--- config.mk ---
export PLATFORM = sky130hd
export DESIGN_NAME = draw_ball
export DESIGN_NICKNAME = d
export VERILOG_FILES = /design/src/rtl/vga_pkg.sv /design/src/rtl/ball_ctl.sv /design/src/rtl/draw_ball.sv
export SDC_FILE = /design/constraint.sdc
export NUM_CORES = 1
export LEC_CHECK = 0
export ABC_AREA = 1
export BUFFER_PORTS_ARGS = -buffer_cell sky130_fd_sc_hd__buf_2
export CORE_ASPECT_RATIO = 0.9
export CORE_MARGIN = 2
export CORE_UTILIZATION = 60
export CTS_CLUSTER_DIAMETER = 100
export DETAILED_ROUTE_END_ITERATION = 8
export PLACE_DENSITY = 0.87
export SYNTH_ARGS = -nofsm -noshare
export SYNTH_HDL_FRONTEND = slang
export SYNTH_SLANG_ARGS = --single-unit
--- constraint.sdc ---
create_clock -name clk -period 3.91 [get_ports clk]
set_input_delay 0.391 -clock clk [delete_from_list [all_inputs] [get_ports clk]]
set_output_delay 0.391 -clock clk [all_outputs]
set_load 0.1 [all_outputs]
--- src/rtl/vga_pkg.sv ---
// Shared VGA constants and the ball controller state type.
// Imported by draw_ball and ball_ctl.
package vga_pkg;

    localparam int HOR_PIXELS = 800;
    localparam int VER_PIXELS = 600;

    typedef enum logic [1:0] {
        IDLE,
        MOVE,
        PAUSE
    } ball_state_t;

endpackage

--- src/rtl/ball_ctl.sv ---
// Ball controller: frame tick detect, serve/move/pause FSM,
// position and velocity registers, pause counter, goal pulses.
// Ports: clk, rst (sync, active-high), vblnk_in, start in;
//        ball_x, ball_y (top-left), goal_left, goal_right out.
// Optional macro BALL_ACCEL_EN: speed grows on each wall bounce.
module ball_ctl
    import vga_pkg::*;
#(
    parameter int BALL_SIZE    = 16,
    parameter int SPEED        = 4,
    parameter int MAX_SPEED    = 8,
    parameter int PAUSE_FRAMES = 60
) (
    input  logic        clk,
    input  logic        rst,
    input  logic        vblnk_in,
    input  logic        start,
    output logic [10:0] ball_x,
    output logic [10:0] ball_y,
    output logic        goal_left,
    output logic        goal_right
);

    localparam logic [10:0] X_C =
        11'(HOR_PIXELS / 2 - BALL_SIZE / 2);
    localparam logic [10:0] Y_C =
        11'(VER_PIXELS / 2 - BALL_SIZE / 2);
    localparam logic signed [11:0] X_MAX =
        12'(HOR_PIXELS - BALL_SIZE);
    localparam logic signed [11:0] Y_MAX =
        12'(VER_PIXELS - BALL_SIZE);
    localparam logic [10:0] Y_LIM =
        11'(VER_PIXELS - BALL_SIZE);
    localparam logic [10:0] SPD0  = 11'(SPEED);
    localparam logic [7:0]  P_LIM = 8'(PAUSE_FRAMES);

    if (PAUSE_FRAMES > 255 || MAX_SPEED < SPEED) begin : g_bad_cfg
        $error("ball_ctl: invalid parameter set");
    end

    ball_state_t state, state_n;
    logic [10:0] x, x_n, y, y_n;
    logic        dx_neg, dx_neg_n;
    logic        dy_neg, dy_neg_n;
    logic [7:0]  cnt, cnt_n;
    logic        start_q, start_n;
    logic        vb_q;
    logic        tick;
    logic        gl_n, gr_n;
    logic [10:0] spd;
    logic signed [11:0] vx, vy, xs, ys;

`ifdef BALL_ACCEL_EN
    localparam logic [10:0] SPD_MAX = 11'(MAX_SPEED);
    logic [10:0] spd_q, spd_n;
    assign spd = spd_q;
`else
    assign spd = SPD0;
`endif

    // Rising edge of vertical blanking marks one frame.
    assign tick = vblnk_in & ~vb_q;

    assign vx = dx_neg ? -$signed({1'b0, spd})
                       :  $signed({1'b0, spd});
    assign vy = dy_neg ? -$signed({1'b0, spd})
                       :  $signed({1'b0, spd});
    assign xs = $signed({1'b0, x}) + vx;
    assign ys = $signed({1'b0, y}) + vy;

    always_ff @(posedge clk) begin
        if (rst) begin
            state      <= IDLE;
            x          <= X_C;
            y          <= Y_C;
            dx_neg     <= 1'b0;
            dy_neg     <= 1'b0;
            cnt        <= 8'd0;
            start_q    <= 1'b0;
            vb_q       <= 1'b0;
            goal_left  <= 1'b0;
            goal_right <= 1'b0;
`ifdef BALL_ACCEL_EN
            spd_q      <= SPD0;
`endif
        end else begin
            state      <= state_n;
            x          <= x_n;
            y          <= y_n;
            dx_neg     <= dx_neg_n;
            dy_neg     <= dy_neg_n;
            cnt        <= cnt_n;
            start_q    <= start_n;
            vb_q       <= vblnk_in;
            goal_left  <= gl_n;
            goal_right <= gr_n;
`ifdef BALL_ACCEL_EN
            spd_q      <= spd_n;
`endif
        end
    end

    always_comb begin
        state_n  = state;
        x_n      = x;
        y_n      = y;
        dx_neg_n = dx_neg;
        dy_neg_n = dy_neg;
        cnt_n    = cnt;
        start_n  = start_q;
        gl_n     = 1'b0;
        gr_n     = 1'b0;
`ifdef BALL_ACCEL_EN
        spd_n    = spd_q;
`endif
        if (state == IDLE && start) begin
            start_n = 1'b1;
        end
        if (tick) begin
            unique case (state)
                IDLE: begin
                    // Serve tick only arms motion.
                    if (start_q) begin
                        state_n = MOVE;
                        start_n = 1'b0;
                    end
                end
                MOVE: begin
                    // dx_neg is loaded here with the
                    // direction of the next serve.
                    if (xs[11]) begin
                        gl_n     = 1'b1;
                        state_n  = PAUSE;
                        x_n      = X_C;
                        y_n      = Y_C;
                        dx_neg_n = 1'b0;
                        cnt_n    = 8'd0;
                    end else if (xs > X_MAX) begin
                        gr_n     = 1'b1;
                        state_n  = PAUSE;
                        x_n      = X_C;
                        y_n      = Y_C;
                        dx_neg_n = 1'b1;
                        cnt_n    = 8'd0;
                    end else begin
                        x_n = xs[10:0];
                        if (ys[11]) begin
                            y_n      = 11'd0;
                            dy_neg_n = 1'b0;
`ifdef BALL_ACCEL_EN
                            if (spd_q < SPD_MAX)
                                spd_n = spd_q + 11'd1;
`endif
                        end else if (ys > Y_MAX) begin
                            y_n      = Y_LIM;
                            dy_neg_n = 1'b1;
`ifdef BALL_ACCEL_EN
                            if (spd_q < SPD_MAX)
                                spd_n = spd_q + 11'd1;
`endif
                        end else begin
                            y_n = ys[10:0];
                        end
                    end
                end
                PAUSE: begin
                    cnt_n = (cnt == 8'hFF) ? cnt
                                           : cnt + 8'd1;
                    if (cnt_n >= P_LIM) begin
                        state_n  = MOVE;
                        cnt_n    = 8'd0;
                        dy_neg_n = 1'b0;
`ifdef BALL_ACCEL_EN
                        spd_n    = SPD0;
`endif
                    end
                end
                default: state_n = IDLE;
            endcase
        end
    end

    assign ball_x = x;
    assign ball_y = y;

endmodule

--- src/rtl/draw_ball.sv ---
// Pong ball overlay stage after vga_timing: delays timing by one
// cycle and composites the ball over rgb_in.
// Ports: clk, rst (sync, active-high), hcount/vcount/sync/blank
//        and rgb in, start in; delayed timing, rgb_out, ball_x,
//        ball_y, goal_left, goal_right out.
// Optional macro BALL_ACCEL_EN (handled in ball_ctl).
module draw_ball
    import vga_pkg::*;
#(
    parameter int          BALL_SIZE    = 16,
    parameter int          SPEED        = 4,
    parameter int          MAX_SPEED    = 8,
    parameter int          PAUSE_FRAMES = 60,
    parameter logic [11:0] BALL_COLOR   = 12'hFFF
) (
    input  logic        clk,
    input  logic        rst,
    input  logic [10:0] hcount_in,
    input  logic [10:0] vcount_in,
    input  logic        hsync_in,
    input  logic        vsync_in,
    input  logic        hblnk_in,
    input  logic        vblnk_in,
    input  logic [11:0] rgb_in,
    input  logic        start,
    output logic [10:0] hcount_out,
    output logic [10:0] vcount_out,
    output logic        hsync_out,
    output logic        vsync_out,
    output logic        hblnk_out,
    output logic        vblnk_out,
    output logic [11:0] rgb_out,
    output logic [10:0] ball_x,
    output logic [10:0] ball_y,
    output logic        goal_left,
    output logic        goal_right
);

    localparam logic [11:0] BS = 12'(BALL_SIZE);

    logic [11:0] hx, vy, bx, by;
    logic        in_ball;

    ball_ctl #(
        .BALL_SIZE   (BALL_SIZE),
        .SPEED       (SPEED),
        .MAX_SPEED   (MAX_SPEED),
        .PAUSE_FRAMES(PAUSE_FRAMES)
    ) u_ctl (
        .clk       (clk),
        .rst       (rst),
        .vblnk_in  (vblnk_in),
        .start     (start),
        .ball_x    (ball_x),
        .ball_y    (ball_y),
        .goal_left (goal_left),
        .goal_right(goal_right)
    );

    // Widen by one bit so ball_x + BALL_SIZE cannot wrap.
    assign hx = {1'b0, hcount_in};
    assign vy = {1'b0, vcount_in};
    assign bx = {1'b0, ball_x};
    assign by = {1'b0, ball_y};

    assign in_ball = !hblnk_in && !vblnk_in &&
                     hx >= bx && hx < bx + BS &&
                     vy >= by && vy < by + BS;

    always_ff @(posedge clk) begin
        if (rst) begin
            hcount_out <= 11'd0;
            vcount_out <= 11'd0;
            hsync_out  <= 1'b0;
            vsync_out  <= 1'b0;
            hblnk_out  <= 1'b0;
            vblnk_out  <= 1'b0;
            rgb_out    <= 12'd0;
        end else begin
            hcount_out <= hcount_in;
            vcount_out <= vcount_in;
            hsync_out  <= hsync_in;
            vsync_out  <= vsync_in;
            hblnk_out  <= hblnk_in;
            vblnk_out  <= vblnk_in;
            rgb_out    <= in_ball ? BALL_COLOR : rgb_in;
        end
    end

endmodule

* Word-level counts from Yosys, hierarchy flattened
Cells that the tools add are included.
** Operators by class
- Eq/ne operators :: 9
- Add/subtract/negate cells :: 5
- Reduce and logical (&&, ||, !) cells :: 18
- Bitwise gates (word level) :: 4
- Order comparisons :: 7
- Muxes and demuxes :: 33
** Operators by type and width (count)
- 11-bit two-way mux :: 6
- 12-bit two-way mux :: 3
- 8-bit two-way mux :: 4
- 11-bit by 5-bit adder with 12-bit output, second input constant :: 2
- 12-bit adder :: 2
- 12-bit by 11-bit greater-than comparator with 1-bit output, second input constant :: 2
- 11-bit by 12-bit less-than comparator with 1-bit output :: 2
- 11-bit >= comparator :: 2
- 8-bit one-hot mux with 2 select lines :: 1
- 1-bit two-way mux :: 13
- 8-bit by 1-bit adder with 8-bit output, second input constant :: 1
- 8-bit == test, second input constant :: 1
- 8-bit by 6-bit >= comparator with 1-bit output, second input constant :: 1
- 2-bit two-way mux :: 4
- 1-bit logical AND :: 6
- 3-bit by 1-bit inequality test with 1-bit output, second input constant :: 2
- 2-bit one-hot mux with 3 select lines :: 1
- 3-bit AND reduction :: 2
- 6-bit AND reduction :: 1
- 2-bit by 1-bit inequality test with 1-bit output, second input constant :: 2
- 2-bit inequality test, second input constant :: 2
- 4-bit AND reduction :: 1
- 2-bit nonzero test :: 2
- 4-bit OR reduction :: 1
- other kinds (9) :: 12
** Word-level totals
- Word-level logic and storage cells :: 92
- Register bits :: 75
- Bits of input ports :: 41

* Logic depth before layout (Yosys ltp)
Gate-level depths: netlist (run 1).
- Word-level depth :: 8
- Gate-level depth with buffers :: 18

* Modules after synthesis
Synthesis (run 1) repeated with hierarchy kept, for this count alone.
** Unflattened totals
- Cells, all modules :: 731
- Area total of the unflattened synthesis :: 4962.3 um2
** Modules (own cells, without submodules)
- ball_ctl :: seq. area each 680.7 um2, instances 1, cells an instance 401, area each 2572.5 um2
- draw_ball :: seq. area each 760.7 um2, instances 1, cells an instance 330, area each 2389.8 um2

* Worst setup path before layout (run 1)
OpenSTA, ideal clock, no wires.
- Path kind :: register to register
- Start point :: reg u_ctl.x[5], in the netlist u_ctl.ball_x[5]
- End point :: reg rgb_out[10]
- Buffers on the path :: 1
- Setup time :: 70 ps
- Path slack :: 946 ps
- Stages on the path, launching flop included :: 15
- Arrival time :: 2894 ps
- Cell sequence :: dfxtp_1 inv_1 nor3_4 nand3_2 xor2_1 ha_1 a21o_1 nand3_1 nand2_1 nor2_1 nand2_1 nor2_2 nand3_2 buf_6 a21oi_2
** Between the ends
- Word-level cells in the longest chain between the ends :: 6
** RTL lines
- start: declaration :: RTL line ball_ctl.sv:42 : logic [10:0] x, x_n, y, y_n;
- start signal: assignment :: RTL line ball_ctl.sv:88 : x <= x_n;
- 11-bit by 5-bit adder with 12-bit output / 11-bit >= comparator (equally long branches) :: RTL line draw_ball.sv:67 : hx >= bx && hx < bx + BS &&
- 11-bit by 12-bit less-than comparator with 1-bit output / 1-bit logical AND (equally long branches) :: RTL line draw_ball.sv:67, draw_ball.sv:66
- 1-bit logical AND (*) (2 in series) :: RTL line draw_ball.sv:67
- 1-bit logical AND (*) :: RTL line draw_ball.sv:68 : vy >= by && vy < by + BS;
- 12-bit two-way mux (*) :: RTL line draw_ball.sv:86 : rgb_out <= in_ball ? BALL_COLOR : rgb_in;
- end signal: assignment :: RTL line draw_ball.sv:86
- end: declaration :: RTL line draw_ball.sv:32 : output logic [11:0] rgb_out,
Mark *: on every way between the ends. The rest lies on a longest branch, timed or not.
A chain may end at the register's enable or synchronous reset.

* Worst setup path after layout (run 1)
- Start point :: reg u_ctl.y[4], in the netlist u_ctl.ball_y[4]
- End point :: reg rgb_out[11]
** Between the ends
- Word-level cells in the longest chain between the ends :: 4
** RTL lines
- start: declaration :: RTL line ball_ctl.sv:42
- start signal: assignment :: RTL line ball_ctl.sv:89 : y <= y_n;
- 11-bit by 5-bit adder with 12-bit output / 11-bit >= comparator (equally long branches) :: RTL line draw_ball.sv:68
- 11-bit by 12-bit less-than comparator with 1-bit output / 1-bit logical AND (equally long branches) :: RTL line draw_ball.sv:68, draw_ball.sv:67
- 1-bit logical AND (*) :: RTL line draw_ball.sv:68
- 12-bit two-way mux (*) :: RTL line draw_ball.sv:86
Marks and branches as above.

==> summary.md, run 1 <==
| Metric | Value |
|---|---|
| Status | complete, no violations |
| Pleak | 3.08 nW |
| Final Setup Violations | 0 |
| Top cells by count, synth | nand2_1 (154), inv_1 (127), dfxtp_1 (71) |
| Post-synth cell types | 45 |
| Average wire per standard cell | 12.5 um |
| Grt met3 use | 6.64% |
| Maximum VDD drop | 0.267 mV |
| Initial antenna violation count | 0 |
| H-tree depth | 3 |
| Design Power | 1.86 mW |
| Global-route usage over all layers | 26.0% |
| Path type of the worst min-delay path | input port to register |
| Clock sink count | 71 |
| Starting density of the core | 62.7% |
| GR peak layer | met2 |
| Routing usage on met2 | 45.7% |
| Synth top area cells | dfxtp_1 (30%), ha_1 (15%), nand2_1 (12%), inv_1 (10%), a21oi_1 (5.2%) |
| Row Count | 30 |
| Post-DP HPWL | 8.69 mm |
| Final worst-path cycle share | 71.0% |
| DRC | 0 |
| Num ports | 103 |
| Startpoint types | register |
| Yosys Warn Count | 0 |
| Clock-pin slew on the worst setup and hold paths | 0.08 ns |
| Area of the multi-input gates | 2780 um^2 |
| Setup TNS | 0 ns |
| Largest net degree at the start of global routing | 38 |
| # hold bufs at CTS | 0 |
| Routed wire length | 11.0 mm |
| Mapped Cells | 677 |
| Primary FF master, synth | dfxtp_1 |
| CTS Buffer Depth | 2 |
| RSZ-0062 raised after global routing | no |
| Post-layout min period | 2.77 ns |
| Worst endpoint required time | 4.18 ns |
| Core ar. | 7620 um^2 |
| Diode count | 0 |
| Vias/cell | 5.20 |
| Share of the synthesized area in the top cell type | 29.7% |
| Die H | 88.7 um |
| First-pass GRT wire length | 18.6 mm |
| CP arrival | 3.05 ns |
| Routability congestion estimate | 0.943 |
| Final Max Tran Viols | 0 |
| Slew margin rel. | 56.8% |
| Post-route ant nets | 0 |
| Number of global-route vias before repair | 4277 |
| First drt pass iteration count | 5 |
| EDFF count, synth | 0 |
| CTS tree | built |
| Seq/Total Area, Yosys | 29.7% |
| Most frequent cell after synthesis | nand2_1 |
| DR vias | 4558 |
| Num CTS Buffers | 9 |
| Post-CTS Setup Inserts | 0 |
| Post_cts resized | 0 |
| Die width | 98.1 um |
| Final WS setup | 1.14 ns |
| Power Density | 334 nW/um^2 |
| Input/output buffers | 98 |
| Clk_skew | 0.0116 ns |
| Fill count | 643 |
| Max-cap violations | 0 |
| Iteration-0 DRC Markers | 243 |
| Share of post-route cells with drive strength above 1 | 20.0% |
| Critical Path Fanout Max | 12 |
| Nets | 874 |
| Register area | 1420 um^2 |
| Total gr overflow | 0 |
| Met1 usage | 31.3% |
| Final hold viol count | 0 |
| Clk_lat worst skew | 0.35 ns |
| Area of the mapped netlist | 4780 um^2 |
| P&R area growth vs syn | 16.2% |
| Leading area contributor after synthesis | dfxtp_1 |
| Post-synth ARST share | 0% |
| CP Class | register to register |
| Mean Syn Cell Area | 7.06 um^2 |
| Worst slew pin tran | 0.648 ns |
| Maximum clock rate | 0.360 GHz |
| Setup WS pre-CTS | 1.20 ns |
| Yosys reg bits | 71 |
| Critical path capture point type | register |
| WHS | 0.249 ns |
| CTS root buffer | clkbuf_8 |
| Die ar. | 8700 um^2 |
[placed cells by master, fill, tap and decap left out, types with 4 or more instances in the layout]
cell type | Yosys | layout
xnor2_1 | 5 | 5
xor2_1 | 12 | 12
nor2_1 | 54 | 54
inv_2 | 4 | 4
nand3b_1 | 4 | 4
nand3_2 | 5 | 5
nor2_2 | 4 | 4
a21oi_2 | 10 | 10
inv_1 | 127 | 127
buf_2 | 0 | 98
nand2_1 | 154 | 154
nor3_1 | 8 | 8
conb_1 | 1 | 4
o21ai_0 | 14 | 14
nand4_1 | 9 | 9
a21oi_1 | 50 | 50
clkbuf_8 | 0 | 9
nand2_2 | 4 | 4
dfxtp_1 | 71 | 71
nand3_1 | 41 | 41
ha_1 | 56 | 56
clkinv_4 | 0 | 4
[metal layers]
metal / part of all wire (%) / vias up
met3: 8.0 / 23
li1: - / 2316
met5: 0 / -
met2: 47 / 184
met4: 1.9 / 0
met1: 43 / 2035
[critical path, stage by stage (launching register included)]
cell and delay, ns:
dfxtp_1 0.45, inv_1 0.11, nor3_1 0.30, xor2_1 0.21, ha_1 0.29, a21oi_1 0.16, o21a_1 0.14, o21ai_0 0.10
nand3_1 0.08, a21boi_0 0.07, o21ai_0 0.19, nand3_2 0.37, a21oi_2 0.23
[cell families after synthesis]
kind of cell | share of synthesized area (%)
and+or+nand+nor | 28.3
DFF | 29.7
xor gates and xnor gates | 3.46
adders and majority gates | 15.5
buffers and inverters | 12.4
AOI/OAI and AO/OA | 10.5
other | 0.0785
[power by group]
group	switching, mW	internal, mW	total [mW]	leakage [nW]
combinational	0.328	0.0949	0.423	2.38
clock	0.297	0.368	0.664	0.115
sequential	0.0168	0.751	0.768	0.584
total	0.642	1.21	1.86	3.08
[metrics by stage]
stage / utilization (%) / cells / area [um^2]
after floorplan: - / 680 / 4790
after global placement: 69.9 / 860 / 5320
after detailed placement: 69.9 / 860 / 5320
after CTS: 72.9 / 876 / 5550
after global routing: 72.9 / 876 / 5550
final: 72.9 / 876 / 5550
[registers in the layout, indices dropped and copies added, names as in the netlist, 2 cells and up]
register and cells:
hcount_out 11, u_ctl.state 2, vcount_out 11, rgb_out 12
u_ctl.ball_y 9, u_ctl.cnt 8, u_ctl.ball_x 9
[area by class of cell]
class | instances | area share, %
flip-flops and latches | 71 | 25.6
repair buffers | 99 | 8.97
well taps | 96 | 2.16
multi-input cells | 460 | 50.0
inverters | 134 | 9.15
clock inverters | 7 | 1.92
clock buffers | 9 | 2.23
[worst paths after layout]
| path | slack, ns | endpoint | depth (start not counted) | start |
|---|---|---|---|---|
| worst min-delay path | 0.25 | vcount_out[0]$_SDFF_PP0_ | 3 | vcount_in[0] |
| worst min register to register | 0.48 | u_ctl.start_q$_SDFF_PP0_ | 2 | u_ctl.start_q$_SDFF_PP0_ |
| worst max register to register | 1.14 | rgb_out[11]$_SDFF_PP0_ | 12 | u_ctl.ball_y[4]$_SDFFE_PP0P_ |
| worst max-delay path | 1.14 | rgb_out[11]$_SDFF_PP0_ | 12 | u_ctl.ball_y[4]$_SDFFE_PP0P_ |
No activity file was read; power rests on OpenSTA's default activity.
==> run 2, diff against run 1 <==
--- a/config.mk
+++ b/config.mk
@@ -5,14 +5,14 @@
 export SDC_FILE = /design/constraint.sdc
 export NUM_CORES = 1
 export LEC_CHECK = 0
-export ABC_AREA = 1
+export ABC_AREA = 0
 export BUFFER_PORTS_ARGS = -buffer_cell sky130_fd_sc_hd__buf_2
 export CORE_ASPECT_RATIO = 0.9
 export CORE_MARGIN = 2
-export CORE_UTILIZATION = 60
+export CORE_UTILIZATION = 49
 export CTS_CLUSTER_DIAMETER = 100
 export DETAILED_ROUTE_END_ITERATION = 8
-export PLACE_DENSITY = 0.87
+export PLACE_DENSITY = 0.76
 export SYNTH_ARGS = -nofsm -noshare
 export SYNTH_HDL_FRONTEND = slang
 export SYNTH_SLANG_ARGS = --single-unit
==> constraint.sdc (replaced) <==
create_clock -name clk -period 2.5 [get_ports clk]
set_input_delay 0.25 -clock clk [delete_from_list [all_inputs] [get_ports clk]]
set_output_delay 0.25 -clock clk [all_outputs]
set_load 0.1 [all_outputs]
==> run 2 against run 1 <==
  * The flow now finishes with violations (negative setup slack)
  * Die area rose by 14%
  * Count of clock-buffer cells in the layout rose by 4
  * Register-to-register slack got worse by 1.3 ns
  * Synthesized area fell by 6.3%
  * Final cell count fell by 7.2%
  * Sequential power rose by 54%
  * Cell area rose by 13%
  * Global-route usage fell by 2.1 points
  * Via count fell by 3.9%
  * Setup slack got worse by 1.3 ns
  * Critical path type unchanged
  * Critical endpoint is now u_ctl.cnt[5]$_SDFFE_PP0P_
  * Largest cell class unchanged
==> summary.md, run 2 <==
| Metric | Value |
|---|---|
| Top reg by flops | rgb_out |
| CP max stage cell | dfxtp_4 |
| Max-cap violations | 0 |
| Placed instance area | 5650 um^2 |
| # hold bufs at CTS | 0 |
| Synth top area cells | dfxtp_1 (32%), ha_1 (16%), nor2b_1 (4.6%), o21ai_0 (4.2%), inv_1 (3.8%) |
| Post-layout min period | 2.65 ns |
| Final Cell Area | 6280 um^2 |
| Die ar. | 9920 um^2 |
| Number of global-route vias before repair | 4087 |
| Slew margin rel. | 58.2% |
| Pleak | 2.98 nW |
| Setup WS pre-CTS | -0.342 ns |
| Post-synth ARST share | 0% |
| Worst path bufs/invs | 3 |
| Share of the synthesized area in the top cell type | 31.7% |
| Core ar. | 9000 um^2 |
| WP depth | 12 |
| Average wire per standard cell | 15.2 um |
| Routed wire length | 12.4 mm |
| Commonest non-fill, non-tap cell in the layout | buf_2 |
| Delay-heaviest family, CP | compound AO/OA/AOI/OAI gates |
| Die width | 105 um |
| Critical path capture point type | register |
| Final hold viol count | 0 |
| Clk_skew | 0.0136 ns |
| CP arrival | 2.95 ns |
| CTS tree | built |
| Path type of the worst min-delay path | input port to register |
| Area of the mapped netlist | 4480 um^2 |
| Global-route usage over all layers | 23.9% |
| DR vias | 4378 |
| Startpoint types | register |
| Top cells by count, synth | dfxtp_1 (71), ha_1 (56), inv_1 (45) |
| Maximum VDD drop | 0.235 mV |
| Routability congestion estimate | 0.893 |
| Iteration-0 DRC Markers | 230 |
| Post-route ant nets | 0 |
| Crit-path cells | buf_6, ha_4, or2_4, o2111a_1, a211oi_2, a211oi_2, a221oi_4, buf_6, a21oi_4, buf_6, a21bo_1, a21oi_2 |
| Status | complete, but fails checks |
| Cells on worst reg2reg path | 12 |
| Power Density | 469 nW/um^2 |
| Seq/Total Area, Yosys | 31.7% |
| Mapped Cells | 514 |
| Most frequent cell after synthesis | dfxtp_1 |
| Most frequent cells in the layout | buf_2 (99), buf_4 (66), dfxtp_1 (51), ha_1 (44), inv_1 (42) |
| Final Setup Violations | 24 |
| Largest regs | rgb_out (12), hcount_out (11), vcount_out (11) |
| DRC | 0 |
| EDFF count, synth | 0 |
| Initial antenna violation count | 0 |
| RSZ-0062 raised after global routing | yes |
| Fill count | 723 |
| Max FFs per register | 12 |
| FF-to-FF setup slack | -0.15 ns |
| Failing checks | negative setup slack |
| First drt pass iteration count | 5 |
| Nets | 785 |
| Final worst-path cycle share | 106% |
| Final WS setup | -0.154 ns |
| Leading area contributor after synthesis | dfxtp_1 |
| Mean Syn Cell Area | 8.71 um^2 |
| Clock-pin slew on the worst setup and hold paths | 0.08 ns |
| Post-DP HPWL | 9.19 mm |
| Total gr overflow | 0 |
| CTS root buffer | clkbuf_8 |
| Maximum clock rate | 0.377 GHz |
| Row Count | 33 |
| Yosys Warn Count | 0 |
| Worst endpoint required time | 2.79 ns |
| P&R area growth vs syn | 40.4% |
| Vias/cell | 5.38 |
| Clock sink count | 71 |
| Num CTS Buffers | 9 |
| CP Class | register to register |
| Critical Path Fanout Max | 6 |
| Primary FF master, synth | dfxtp_1 |
| WHS | 0.0957 ns |
| Final Max Tran Viols | 0 |
| Input/output buffers | 98 |
| Clk_lat worst skew | 0.36 ns |
| Largest net degree at the start of global routing | 62 |
| Share of post-route cells with drive strength above 1 | 40.2% |
| Worst slew pin tran | 0.628 ns |
| Yosys reg bits | 71 |
| Die H | 94.7 um |
| H-tree depth | 3 |
| Num ports | 103 |
| First-pass GRT wire length | 19.1 mm |
| CP most frequent cell | buf_6 |
| CTS Buffer Depth | 2 |
| Post-synth cell types | 73 |
| Starting density of the core | 49.7% |
| Max incr delay on CP | 0.38 ns |
| Diode count | 0 |
| Worst Hold Path Cells | 2 |
==> run 2: worst paths after layout <==
kind / end / from
setup / recovery: u_ctl.cnt[5]$_SDFFE_PP0P_ / u_ctl.dx_neg$_SDFFE_PP0P_
hold / removal: vsync_out$_SDFF_PP0_ / vsync_in
setup reg to reg: u_ctl.cnt[5]$_SDFFE_PP0P_ / u_ctl.dx_neg$_SDFFE_PP0P_
hold reg to reg: u_ctl.start_q$_SDFF_PP0_ / u_ctl.start_q$_SDFF_PP0_
==> run 2: cell type report <==
class | instances | area (um^2) | share of cell area, %
repair buffers | 175 | 1100 | 17.6
flip-flops and latches | 71 | 1490 | 23.7
multi-input cells | 384 | 3130 | 49.8
inverters | 45 | 171 | 2.73
clock inverters | 3 | 45.0 | 0.717
clock buffers | 13 | 190 | 3.03
well taps | 122 | 153 | 2.43
==> run 2: cell families (layout without fill, tap and decap cells) <==
family	Yosys count	count (layout)	share of synthesized area (%)
and+or+nand+nor	157	157	19.1
AOI/OAI and AO/OA	145	146	22.8
DFF	71	71	31.7
buffers and inverters	63	236	5.98
adders and majority gates	58	58	16.5
xor gates and xnor gates	18	18	3.52
other	1	4	0.0838
muxes	1	1	0.224
==> run 2: metrics by stage <==
stage | instances | setup TNS [ns] | total power [mW] | utilization [%]
floorplan | 517 | -0.682 | 1.72 | -
global placement | 777 | -2.28 | 1.86 | 62.8
detailed placement | 777 | -4.90 | 1.88 | 62.8
CTS | 806 | -1.37 | 2.93 | 67.5
global route | 813 | -5.50 | 3.05 | 69.8
finish | 813 | -1.79 | 2.94 | 69.8
==> run 2: report_power, final <==
part	switching [mW]	leakage [nW]	internal, mW
Sequential	0.0186	0.593	1.16
Combinational	0.510	2.26	0.204
Clock	0.449	0.121	0.606
==> run 2: what timing repair did <==
action                                  CTS  global route
pin swaps                                24            18
buffers inserted                         13             6
gates resized for setup                  22            37
gates cloned                              1             1
endpoints found under the setup margin   37            40
==> run 2: per-layer routing <==
metal  routed length (um)  global-route usage, %  vias to the layer above
li1                     -                      -                     2166
met4                  124                   5.89                        0
met5                    0                      0                        -
met2                 5930                   40.2                      129
met3                  587                   4.90                       11
met1                 5750                   31.7                     2072
==> run 2: worst register-to-register path, stage by stage (launching register included) <==
cell      delay (ns)
dfxtp_4         0.38
buf_6           0.13
ha_4            0.16
or2_4           0.26
o2111a_1        0.26
a211oi_2        0.29
a211oi_2        0.10
a221oi_4        0.34
buf_6           0.18
a21oi_4         0.08
buf_6           0.14
a21bo_1         0.17
a21oi_2         0.10
==> run 3, diff against run 2 <==
--- a/config.mk
+++ b/config.mk
@@ -9,10 +9,10 @@
 export BUFFER_PORTS_ARGS = -buffer_cell sky130_fd_sc_hd__buf_2
 export CORE_ASPECT_RATIO = 0.9
 export CORE_MARGIN = 2
-export CORE_UTILIZATION = 49
+export CORE_UTILIZATION = 55
 export CTS_CLUSTER_DIAMETER = 100
 export DETAILED_ROUTE_END_ITERATION = 8
-export PLACE_DENSITY = 0.76
+export PLACE_DENSITY = 0.81
 export SYNTH_ARGS = -nofsm -noshare
 export SYNTH_HDL_FRONTEND = slang
 export SYNTH_SLANG_ARGS = --single-unit
==> constraint.sdc (replaced) <==
create_clock -name clk -period 2.95 [get_ports clk]
set_input_delay 0.295 -clock clk [delete_from_list [all_inputs] [get_ports clk]]
set_output_delay 0.295 -clock clk [all_outputs]
set_load 0.1 [all_outputs]
==> run 3 against run 2 <==
  * Sequential power decreased by 14%
  * Combinational power decreased by 24%
  * Sequential cell count unchanged
  * Non-clock buffer count decreased by 62
  * Global-route usage increased by 0.35 points
  * Final cell count decreased by 11%
  * First-iteration DRC count decreased by 7.4%
  * Total power decreased by 18%
  * The run now ends clean
  * Cell area decreased by 14%
  * Clock power decreased by 18%
  * Count of clock-buffer cells in the layout unchanged
  * Clock skew about the same
==> summary.md, run 3 (synthesis results as in run 2) <==
| Metric | Value |
|---|---|
| WHS | 0.141 ns |
| Initial antenna violation count | 0 |
| First drt pass iteration count | 5 |
| Startpoint types | register |
| Slew margin rel. | 60.4% |
| Maximum VDD drop | 0.230 mV |
| Crit-path cells | inv_1, fa_2, nor2b_2, o21a_1, xnor2_1, o211ai_1, a221oi_4, buf_12, a21boi_2, nor2_1, o32ai_2 |
| Max-cap violations | 0 |
| Vias/cell | 5.69 |
| Num CTS Buffers | 9 |
| Largest net degree at the start of global routing | 61 |
| Final core utilization | 67.4% |
| CTS root buffer | clkbuf_8 |
| Diode count | 0 |
| Power Density | 447 nW/um^2 |
| CTS Buffer Depth | 2 |
| Row Count | 31 |
| Critical path capture point type | register |
| CTS tree | built |
| Worst slew pin tran | 0.594 ns |
| CP arrival | 3.03 ns |
| Starting density of the core | 56.0% |
| CP max stage cell | a221oi_4 |
| CP Class | register to register |
| Number of global-route vias before repair | 3748 |
| Die ar. | 8880 um^2 |
| Post-DP HPWL | 8.48 mm |
| Global-route usage over all layers | 24.3% |
| Post-route ant nets | 0 |
| Critical Path Fanout Max | 10 |
| Post-layout min period | 2.78 ns |
| DR vias | 4135 |
| Final Setup Violations | 0 |
| Routability congestion estimate | 0.977 |
| Max incr delay on CP | 0.43 ns |
| Worst path bufs/invs | 2 |
| Clk_skew | 0.0132 ns |
| Share of post-route cells with drive strength above 1 | 26.3% |
| Top reg by flops | rgb_out |
| Input/output buffers | 98 |
| Path type of the worst min-delay path | input port to register |
| H-tree depth | 3 |
| Maximum clock rate | 0.360 GHz |
| Final Max Tran Viols | 0 |
| Final instance count without filler cells | 727 |
| DRC | 0 |
| RSZ-0062 raised after global routing | no |
| Clock sink count | 71 |
| Clock-pin slew on the worst setup and hold paths | 0.08 ns |
| Average wire per standard cell | 14.9 um |
| Most frequent cells in the layout | buf_2 (98), ha_1 (55), dfxtp_1 (54), inv_1 (45), o21ai_0 (37) |
| Delay-heaviest family, CP | compound AO/OA/AOI/OAI gates |
| Post-placement cell count | 710 |
| Final worst-path cycle share | 94.2% |
| Final hold viol count | 0 |
| Clk_lat worst skew | 0.36 ns |
| Die width | 99.1 um |
| Design Power | 2.41 mW |
| Setup WS pre-CTS | -0.0250 ns |
| Iteration-0 DRC Markers | 213 |
| P&R area growth vs syn | 20.3% |
| Num ports | 103 |
| Largest regs | rgb_out (12), hcount_out (11), vcount_out (11) |
| Status | complete, no violations |
| First-pass GRT wire length | 17.3 mm |
| # hold bufs at CTS | 0 |
| Pleak | 2.62 nW |
| Die H | 89.6 um |
| Routed wire length | 10.8 mm |
| Nets | 722 |
| Max FFs per register | 12 |
| Worst endpoint required time | 3.21 ns |
| Core ar. | 7990 um^2 |
| Commonest non-fill, non-tap cell in the layout | buf_2 |
| Final WS setup | 0.172 ns |
| Total gr overflow | 0 |
## run 3: cell count changes in the layout (fill, tap and decap cells not counted), moves of 4 or more
cell | before | now
and3_4 | 4 | 0
a211oi_1 | 2 | 6
ha_4 | 11 | 0
o21ai_0 | 30 | 37
nand3_1 | 11 | 16
nand3_2 | 4 | 0
buf_6 | 10 | 0
o21ai_2 | 7 | 0
ha_1 | 44 | 55
dfxtp_4 | 17 | 2
a211oi_2 | 7 | 3
buf_4 | 66 | 14
dfxtp_2 | 3 | 15
## run 3: layout make-up
class                           instances  area [um^2]
Multi-Input combinational cell        383         2810
Sequential cell                        71         1450
Timing Repair Buffer                  113          616
Inverter                               45          169
Clock buffer                           13          149
Tap cell                               99          124
Fill cell                             670         2600
Clock inverter                          3         67.6
## run 3: repair_timing
item | 4_1_cts | 5_1_grt
pin swaps | 0 | 2
endpoints found under the setup margin | 1 | 11
buffers inserted | 0 | 1
endpoints found under the hold margin | 0 | 0
resized for setup | 2 | 6
## run 3: metal layers
metal  global-route usage [%]  up-vias  wire length (um)
met5                        0        -                 0
li1                         -     2030                 -
met3                     5.34       15               819
met2                     41.2      157              4910
met1                     31.3     1933              4970
met4                     7.85        0               138
## run 3: final timing paths
path              depth (start not counted)  slack [ns]                         to                         start
setup / recovery                         11        0.17  u_ctl.dy_neg$_SDFFE_PP0P_  u_ctl.ball_x[2]$_SDFFE_PP0P_
hold / removal                            2        0.14       vsync_out$_SDFF_PP0_                      vsync_in
setup reg to reg                         11        0.17  u_ctl.dy_neg$_SDFFE_PP0P_  u_ctl.ball_x[2]$_SDFFE_PP0P_
hold reg to reg                           1        0.50  u_ctl.cnt[7]$_SDFFE_PP0P_     u_ctl.cnt[7]$_SDFFE_PP0P_
## run 3: where the power goes
group / internal (mW) / switching (mW) / leakage (nW) / total [mW]
Combinational: 0.134 / 0.410 / 1.93 / 0.544
Sequential: 0.993 / 0.0156 / 0.587 / 1.01
Clock: 0.501 / 0.356 / 0.104 / 0.856
Total: 1.63 / 0.781 / 2.62 / 2.41
## run 3: metrics by stage
step / instance area [um^2] / setup TNS, ns
finish: 5390 / 0
global route: 5390 / 0
CTS: 5370 / 0
detailed placement: 5140 / -0.0250
global placement: 5140 / 0
floorplan: 4510 / 0
